===== src/rtl/fifo_pkg.sv =====
// Shared definitions for the shift-register FIFO control stage.
package fifo_pkg;

    // Sticky error flags raised by rejected requests.
    typedef struct packed {
        logic overflow;
        logic underflow;
    } fifo_err_t;

    // Width needed to hold an occupancy value of 0..depth inclusive.
    function automatic int cw_of(input int depth);
        return $clog2(depth + 1);
    endfunction

endpackage


===== src/rtl/fifo_occ_counter.sv =====
// Saturating occupancy counter with empty/full/almost-full decode.
module fifo_occ_counter #(
    parameter int DEPTH     = 32,
    parameter int AF_THRESH = DEPTH - 2,
    parameter int CW        = 6
) (
    input  logic          clk,
    input  logic          rst,
    input  logic          inc,
    input  logic          dec,
    output logic [CW-1:0] count,
    output logic          empty,
    output logic          full,
    output logic          almost_full
);

    localparam logic [CW-1:0] DEPTH_C = CW'(DEPTH);
    localparam logic [CW-1:0] AF_C    = CW'(AF_THRESH);
    localparam logic [CW-1:0] ONE_C   = CW'(1);

    // Count up on a lone accepted push, down on a lone accepted pop, saturating at both ends.
    always_ff @(posedge clk or posedge rst) begin
        if (rst) begin
            count <= '0;
        end else if (inc && !dec && count != DEPTH_C) begin
            count <= count + ONE_C;
        end else if (dec && !inc && count != '0) begin
            count <= count - ONE_C;
        end
    end

    assign empty       = (count == '0);
    assign full        = (count == DEPTH_C);
    assign almost_full = (count >= AF_C);

endmodule


===== src/rtl/shift_fifo_ctrl.sv =====
// Control and read stage for the shift-register FIFO: accept logic,
// shift strobe, oldest-word mux and sticky error flags.
module shift_fifo_ctrl
    import fifo_pkg::*;
#(
    parameter int WIDTH     = 32,
    parameter int DEPTH     = 32,
    parameter int AF_THRESH = DEPTH - 2,
    localparam int CW       = cw_of(DEPTH)
) (
    input  logic                        clk_i,
    input  logic                        rst_i,
    input  logic                        push_i,
    input  logic                        pop_i,
    input  logic                        clr_err_i,
    input  logic [DEPTH-1:0][WIDTH-1:0] regs_i,
    output logic                        reg_push_o,
    output logic [WIDTH-1:0]            data_o,
    output logic                        empty_o,
    output logic                        full_o,
    output logic                        almost_full_o,
    output logic [CW-1:0]               count_o,
    output logic                        overflow_o,
    output logic                        underflow_o
);

    logic      pop_ok;
    logic      push_ok;
    fifo_err_t err;

    // A pop needs a stored word; a push needs room unless a pop frees a slot in the same cycle.
    assign pop_ok     = pop_i && !empty_o;
    assign push_ok    = push_i && (!full_o || pop_ok);
    assign reg_push_o = push_ok;

    fifo_occ_counter #(
        .DEPTH     (DEPTH),
        .AF_THRESH (AF_THRESH),
        .CW        (CW)
    ) u_occ (
        .clk         (clk_i),
        .rst         (rst_i),
        .inc         (push_ok),
        .dec         (pop_ok),
        .count       (count_o),
        .empty       (empty_o),
        .full        (full_o),
        .almost_full (almost_full_o)
    );

    // The oldest word sits at tap count-1; an empty FIFO shows zero regardless of chain contents.
    always_comb begin
        data_o = '0;
        for (int k = 0; k < DEPTH; k++) begin
            if (int'(count_o) == k + 1) begin
                data_o = regs_i[k];
            end
        end
    end

    // Sticky error bits: clear on request, but a new error in the same cycle takes priority.
    always_ff @(posedge clk_i or posedge rst_i) begin
        if (rst_i) begin
            err <= '0;
        end else begin
            if (clr_err_i) begin
                err <= '0;
            end
            if (push_i && !push_ok) begin
                err.overflow <= 1'b1;
            end
            if (pop_i && !pop_ok) begin
                err.underflow <= 1'b1;
            end
        end
    end

    assign overflow_o  = err.overflow;
    assign underflow_o = err.underflow;

endmodule


===== config.mk =====
export PLATFORM = sky130hd
export DESIGN_NAME = shift_fifo_ctrl
export DESIGN_NICKNAME = d
export VERILOG_FILES = /design/src/rtl/fifo_pkg.sv /design/src/rtl/fifo_occ_counter.sv /design/src/rtl/shift_fifo_ctrl.sv
export SDC_FILE = /design/constraint.sdc
export NUM_CORES = 1
export LEC_CHECK = 0
export ABC_AREA = 1
export CAP_MARGIN = 20
export CELL_PAD_IN_SITES_DETAIL_PLACEMENT = 1
export CELL_PAD_IN_SITES_GLOBAL_PLACEMENT = 2
export CORE_AREA = 4 4 410 412
export CTS_BUF_LIST = sky130_fd_sc_hd__clkbuf_2 sky130_fd_sc_hd__clkbuf_4 sky130_fd_sc_hd__clkbuf_8
export CTS_CLUSTER_SIZE = 28
export DETAILED_ROUTE_END_ITERATION = 10
export DIE_AREA = 0 0 414 416
export HOLD_SLACK_MARGIN = 0.05
export PLACE_DENSITY_LB_ADDON = 0.2
export SLEW_MARGIN = 20
export SYNTH_ARGS = -nofsm -noshare
export SYNTH_HDL_FRONTEND = slang
export SYNTH_SLANG_ARGS = --single-unit

===== constraint.sdc =====
create_clock -name clk_i -period 4.4 [get_ports clk_i]
set_input_delay 0.88 -clock clk_i [delete_from_list [all_inputs] [get_ports clk_i]]
set_output_delay 0.88 -clock clk_i [all_outputs]
set_load 0.005 [all_outputs]

# Yosys cells after proc, flatten, opt, wreduce, memory -nomap -nowiden
# Index checks and enable logic that the tools add are counted.
dict set report word_totals {
  regBits 8
  latchBits 0
  ramBits 0
  mem_bits_ro 0
  in_bits 1029
  out_inout_bits 44
  wordCells 95
  memories 0
}
dict set report classes {
  addsub 2
  n_mul 0
  n_div 0
  order_cmp 1
  n_eq_ne 34
  shifts 0
  muxes 37
  n_bitwise 0
  reduce_logical 18
}
# op n
set op_table {}
lappend op_table {{$mux 32} 32}
lappend op_table {{$eq 6x6->1 const B} 18}
lappend op_table {{$eq 6x5->1 const B} 8}
lappend op_table {{$eq 6x4->1 const B} 4}
lappend op_table {{$eq 6x3->1 const B} 2}
lappend op_table {{$mux 6} 2}
lappend op_table {{$logic_and 1x1->1} 8}
lappend op_table {{$add 6x1->6 const B} 1}
lappend op_table {{$eq 6x2->1 const B} 1}
lappend op_table {{$ge 6x5->1 const B} 1}
lappend op_table {{$logic_not 6->1} 1}
lappend op_table {{$ne 6x6->1 const B} 1}
lappend op_table {{$reduce_bool 2->1} 3}
lappend op_table {{$reduce_bool 6->1} 1}
lappend op_table {{$sub 6x1->6 const B} 1}
lappend op_table {{$logic_not 1->1} 4}
lappend op_table {{$mux 1} 2}
lappend op_table {{$mux 2} 1}
lappend op_table {{$logic_or 1x1->1} 1}

# Logic depth before layout (Yosys ltp)
# Gate-level depths: netlist of run 1.
dict set report logic_depth {
  ltp_word 33
  ltp_mapped 23
  depth_no_buf 22
}

# By module
# A second synthesis of run 1 with hierarchy kept.
dict set report unflattened {
  hier_cells 2090
  area_unflattened_um2 9444.1
}
# mod instances cells_per_inst area_per_inst_um2 seq_area_each_um2
set modules_own_cells {}
lappend modules_own_cells {shift_fifo_ctrl 1 2019 8914.8 50.0}
lappend modules_own_cells {fifo_occ_counter 1 71 529.3 150.1}

# Worst setup path after synthesis of run 1
# OpenSTA, ideal clock, no wires.
dict set report synth_timing {
  path_kind {reg-to-reg}
  from {register u_occ.count[2]}
  to {register u_occ.count[5]}
  arrival_time_ps 3104
  t_required_ps 4282
  path_slack_ps 1178
  stages_incl_launch_ff 16
  n_path_buf 1
  synth_period_minus_slack_ps 3222
  path_cell_list {dfrtp_1 -> nor2_1 -> buf_2 -> nand2_1 -> nor3_2 -> a21oi_1 -> o21ai_0 -> ha_1 -> nand3_1 -> nand3_1 -> nand2_1 -> nand2_1 -> a21oi_1 -> mux2_2 -> xor2_1 -> inv_1}
}
dict set report synth_via {
  elab_chain_cells 9
  elab_cells_between_ends 20
}
# item line
set synth_lines {}
lappend synth_lines {{from (decl)} fifo_occ_counter.sv:11} ;# output logic [CW-1:0] count,
lappend synth_lines {{from (signal assigned)} fifo_occ_counter.sv:26} ;# count <= count + ONE_C;
lappend synth_lines {{from (signal assigned)} fifo_occ_counter.sv:28} ;# count <= count - ONE_C;
lappend synth_lines {{$logic_not 6->1} fifo_occ_counter.sv:32} ;# assign empty = (count == '0);
lappend synth_lines {{$logic_not 1->1} shift_fifo_ctrl.sv:32} ;# assign pop_ok = pop_i && !empty_o;
lappend synth_lines {{$logic_and 1x1->1} shift_fifo_ctrl.sv:32}
lappend synth_lines {{$logic_or 1x1->1 *} shift_fifo_ctrl.sv:33} ;# assign push_ok = push_i && (!full_o || pop_ok);
lappend synth_lines {{$logic_and 1x1->1 *} shift_fifo_ctrl.sv:33}
lappend synth_lines {{via reg_push_o} shift_fifo_ctrl.sv:17} ;# output logic reg_push_o,
lappend synth_lines {{$logic_not 1->1} fifo_occ_counter.sv:27} ;# end else if (dec && !inc && count != '0) begin
lappend synth_lines {{$logic_and 1x1->1 (2 in series)} fifo_occ_counter.sv:27}
lappend synth_lines {{$reduce_bool 2->1 (no source line)} -}
# The timed path passes the listed nets; every way through them passes the cells marked *. The select of a mux whose other input is x is not followed.
# A chain may end at the register's enable or synchronous reset.

# Worst setup path after layout of run 1
dict set report layout_timing {
  from {register u_occ.count[0]}
  to {output port data_o[18]}
}
dict set report layout_via {
  elab_chain_cells 33
  elab_cells_between_ends 64
}
# item line
set layout_lines {}
lappend layout_lines {{$eq 6x2->1} shift_fifo_ctrl.sv:55} ;# if (int'(count_o) == k + 1) begin
lappend layout_lines {{$mux 32 (31 in series)} shift_fifo_ctrl.sv:55}
lappend layout_lines {{$mux 32 *} shift_fifo_ctrl.sv:55}
lappend layout_lines {{to (decl)} shift_fifo_ctrl.sv:18} ;# output logic [WIDTH-1:0] data_o,
# Every way passes the cells marked *; elsewhere a longest branch is shown, timed or not.

==> impl_metrics.json, run 1 <==
{
  "outcome": "finished with violations",
  "violations": "negative setup slack",
  "start_util_pct": 5.515,
  "grt_max_degree": 36,
  "rsz0062_at_grt": "yes",
  "yosys.area_share.adder_pct": 0.7726,
  "grt_pass1_vias": 20654,
  "synth_edf_count": 0,
  "yosys_warnings": 0,
  "dpl-instance-area_mm2": 0.02486,
  "relSlewSlack_pct": 61.30,
  "internal_power_mw": 4.612,
  "grt_pass1_wl_um": 195900,
  "slew_viol_final": 0,
  "cts_tree": "done",
  "drtPass1Iterations": 4,
  "post-route-period-util_pct": 106.2,
  "r2r_cells": 19,
  "tightestPinTransition_ns": 0.5799,
  "syn_to_final_growth_pct": 200.9,
  "clock-root-buffer": "clkbuf_8",
  "die_h_um": 416,
  "design.core.area_mm2": 0.1644,
  "r2r_slack_ns": 0.78,
  "clk_pin_slew_ns": 0.06,
  "startpoint_type": "register",
  "yosys.area_share.simple_pct": 75.92,
  "worstReg2RegStart": "u_occ.count[2]",
  "cp_max_fo": 6,
  "dieArea_mm2": 0.1722,
  "skew_ns": 0.006167,
  "antenna_found_initial": 110,
  "seqPwrFrac_pct": 1.5,
  "drt_iter0_markers": 812,
  "reg2reg_to": "u_occ.count[5]",
  "routed_wire_length_per_instance_um": 27.19,
  "multi_input_area_mm2": 0.009288,
  "clockBufferDepth": 2,
  "num-fill-cells": 20061,
  "setup_viol": 24,
  "totalWireLength_um": 151400,
  "tns_ns": -3.486,
  "hpwl_um": 137300,
  "ant_nets": 0,
  "postSynthAreaPerCell_um2": 4.448,
  "synth_top_family_by_area": "simple AND/OR/NAND/NOR gates",
  "rows": 149,
  "min_from": "overflow_o",
  "yosysSeqAreaShare_pct": 2.208,
  "synthMuxAreaShare_pct": 0.1242,
  "numClockSinks": 8,
  "synth_area_mm2": 0.009069,
  "grt_use_total_pct": 16.66,
  "clkLatencyLatePin_ns": 0.24,
  "seq_area_um2": 203.9,
  "ys_ff_latch": 8,
  "critPathKind": "reg2out",
  "fp.dieW_um": 414,
  "p_switching_mw": 5.807,
  "hold_path_depth": 2,
  "drc": 0,
  "drv_cap": 0,
  "nets": 4384,
  "vias": 18991,
  "synthXorXnorAreaFrac_pct": 0.3863,
  "finalHoldViolCount": 0,
  "syn_inst": 2039,
  "end_kind": "output pin",
  "routed_via_density": 3.412,
  "drive_gt1_share_pct": 23.42,
  "irDropWorstVdd_v": 0.0002156,
  "worstHoldEndpoint": "overflow_o",
  "max_freq_mhz": 214.0,
  "pin_count": 1073,
  "power_mw": 10.42,
  "fin_area_mm2": 0.02729,
  "synth-compound-area-share_pct": 7.299,
  "async_reset_ff_share_pct": 100.0,
  "ys_types": 30,
  "worstPathRequired_ns": 3.52,
  "switching_share_pct": 55.73,
  "final_util_pct": 16.60,
  "p_leak_nw": 10.98,
  "syn_nets": 3073,
  "gp_congestion": 0.8609,
  "cts_buffers": 3,
  "ys.flop_type": "dfrtp_1",
  "h-tree-depth": 1,
  "fin_ws_ns": -0.2728,
  "min_path_type": "reg2reg",
  "port_buffers": 1072,
  "crit_arrival_ns": 3.79,
  "fin_crit_ns": 4.673,
  "p_comb_share_pct": 97.5,
  "grt-ovfl-total": 0,
  "pwr-share-clk_pct": 1.0,
  "cellPowerDensity_mw_per_mm2": 381.8
}
## synthesized netlist by cell type, drive strengths merged (4+ instances only)
cell | instances | share of area (%)
xor2 | 4 | 0.39
o21ai | 13 | 0.72
buf | 19 | 1.0
ha | 4 | 0.55
nor2 | 275 | 12
inv | 205 | 8.5
dfrtp | 8 | 2.2
nor3 | 5 | 0.50
or2 | 105 | 7.2
a21oi | 102 | 5.6
nand3 | 97 | 5.4
o2111ai | 7 | 0.68
nand4 | 207 | 14
clkbuf | 90 | 3.7
nand2 | 892 | 37
## worst max-delay path: stages, from the launching register on
cell and delay (ns):
dfrtp_2 0.46, buf_6 0.15, inv_8 0.06, nand2_4 0.06
buf_6 0.12, buf_4 0.13, nor3_4 0.25, buf_12 0.15
inv_2 0.04, buf_12 0.12, buf_6 0.12, or2_2 0.27
nand2_2 0.08, nand4_1 0.13, buf_4 0.19, nor2_4 0.13
nand4_1 0.17, nor2_1 0.13, nand4_1 0.11, nor2_1 0.11
nand4_1 0.21, nand2_1 0.13, nand3_1 0.07, buf_2 0.13
## routing by layer
| metal | GRT usage, % | vias to the layer above | part of all wire, % |
|---|---|---|---|
| li1 | - | 9152 | - |
| met1 | 17.45 | 8940 | 37 |
| met2 | 34.18 | 664 | 56 |
| met3 | 3.833 | 185 | 5.3 |
| met4 | 1.645 | 50 | 1.4 |
| met5 | 0 | - | 0.21 |
## kinds of logic (layout without fill, tap and decap cells)
| kind of cell | Yosys count | after routing |
|---|---|---|
| AND/OR/NAND/NOR | 1581 | 1581 |
| buffers and inverters | 315 | 1624 |
| AO/OA/AOI/OAI | 125 | 125 |
| flip-flops | 8 | 8 |
| adder cells (fa/ha/maj) | 5 | 5 |
| XOR/XNOR | 4 | 4 |
| multiplexers | 1 | 1 |
| other | 0 | 29 |
## power by group through the flow
stage               Combinational, mW  Sequential (mW)  Clock (mW)
CTS                              10.5            0.155       0.104
global route                     11.2            0.163       0.108
floorplan                        2.74            0.156           0
detailed placement               9.31            0.144           0
global placement                 9.35            0.142           0
finish                           10.2            0.157       0.101
## flip-flops by register name, indices dropped and copies added, names as in the netlist
name         cells
overflow_o       1
u_occ.count      6
underflow_o      1
## worst max path at each step
stage | from | end
global route | u_occ.count[1] | data_o[27]
detailed placement | regs_i[30] | data_o[30]
global placement | regs_i[62] | data_o[30]
floorplan | u_occ.count[2] | u_occ.count[5]
finish | u_occ.count[0] | data_o[18]
CTS | u_occ.count[3] | data_o[27]
## layout make-up
| type | count | area share [%] |
|---|---|---|
| tap | 2189 | 10.04 |
| multi-input combinational | 1716 | 34.03 |
| inverter | 206 | 2.944 |
| clock buffer | 3 | 0.1513 |
| sequential | 8 | 0.7474 |
| timing repair buffer | 1415 | 51.82 |
| antenna | 29 | 0.2659 |
## repair_timing
item                                    CTS  global route
setup buffers                            49            31
pin swaps                               356           339
endpoints found under the setup margin   32            32
cloned                                    1             1
hold endpoints to repair                  0             0
resized for setup                       565           125
hold buffers                              0             0
## stage by stage
| stage | setup slack, ns | cells | hold WS (ns) |
|---|---|---|---|
| 2_1_floorplan | 1.178 | 2039 | 0.5226 |
| 3_3_place_gp | -1.309 | 5465 | 0.5376 |
| 3_5_place_dp | -1.210 | 5465 | 0.5338 |
| 4_1_cts | -0.5998 | 5510 | 0.5483 |
| 5_1_grt | -0.5617 | 5551 | 0.5976 |
| 6_report | -0.2728 | 5566 | 0.5401 |
## layout by cell type (no fill, tap or decap), types with 4 or more instances in the layout
cell / synthesis / routed
dlymetal6s2s_1: 0 / 6
clkdlybuf4s50_1: 0 / 992
buf_12: 0 / 46
dfrtp_1: 8 / 5
nand2_4: 0 / 28
a21oi_2: 0 / 9
nand2_2: 2 / 76
a21oi_4: 0 / 9
or2_0: 16 / 16
a21oi_1: 102 / 84
nand3_4: 0 / 15
buf_2: 15 / 22
o21ai_0: 7 / 7
buf_6: 0 / 80
nand3_1: 97 / 22
nor2_2: 7 / 51
nand2_1: 890 / 787
o2111ai_1: 7 / 5
buf_4: 1 / 211
dlygate4sd2_1: 0 / 42
or2_2: 68 / 66
xor2_1: 4 / 4
nor2_4: 0 / 56
nor2_1: 268 / 168
nand3_2: 0 / 60
nor3_4: 0 / 4
or2_1: 21 / 21
buf_8: 0 / 13
nand4_1: 207 / 207
inv_2: 10 / 13
diode_2: 0 / 29
ha_1: 4 / 4
inv_1: 195 / 186
Power figures use the tool's default switching activity.
==> inputs of run 2 (changes only) <==
- CAP_MARGIN: 20 -> 0
==> results of run 2 <==
No change in the layout: final DEF, timing and power equal those of run 1.
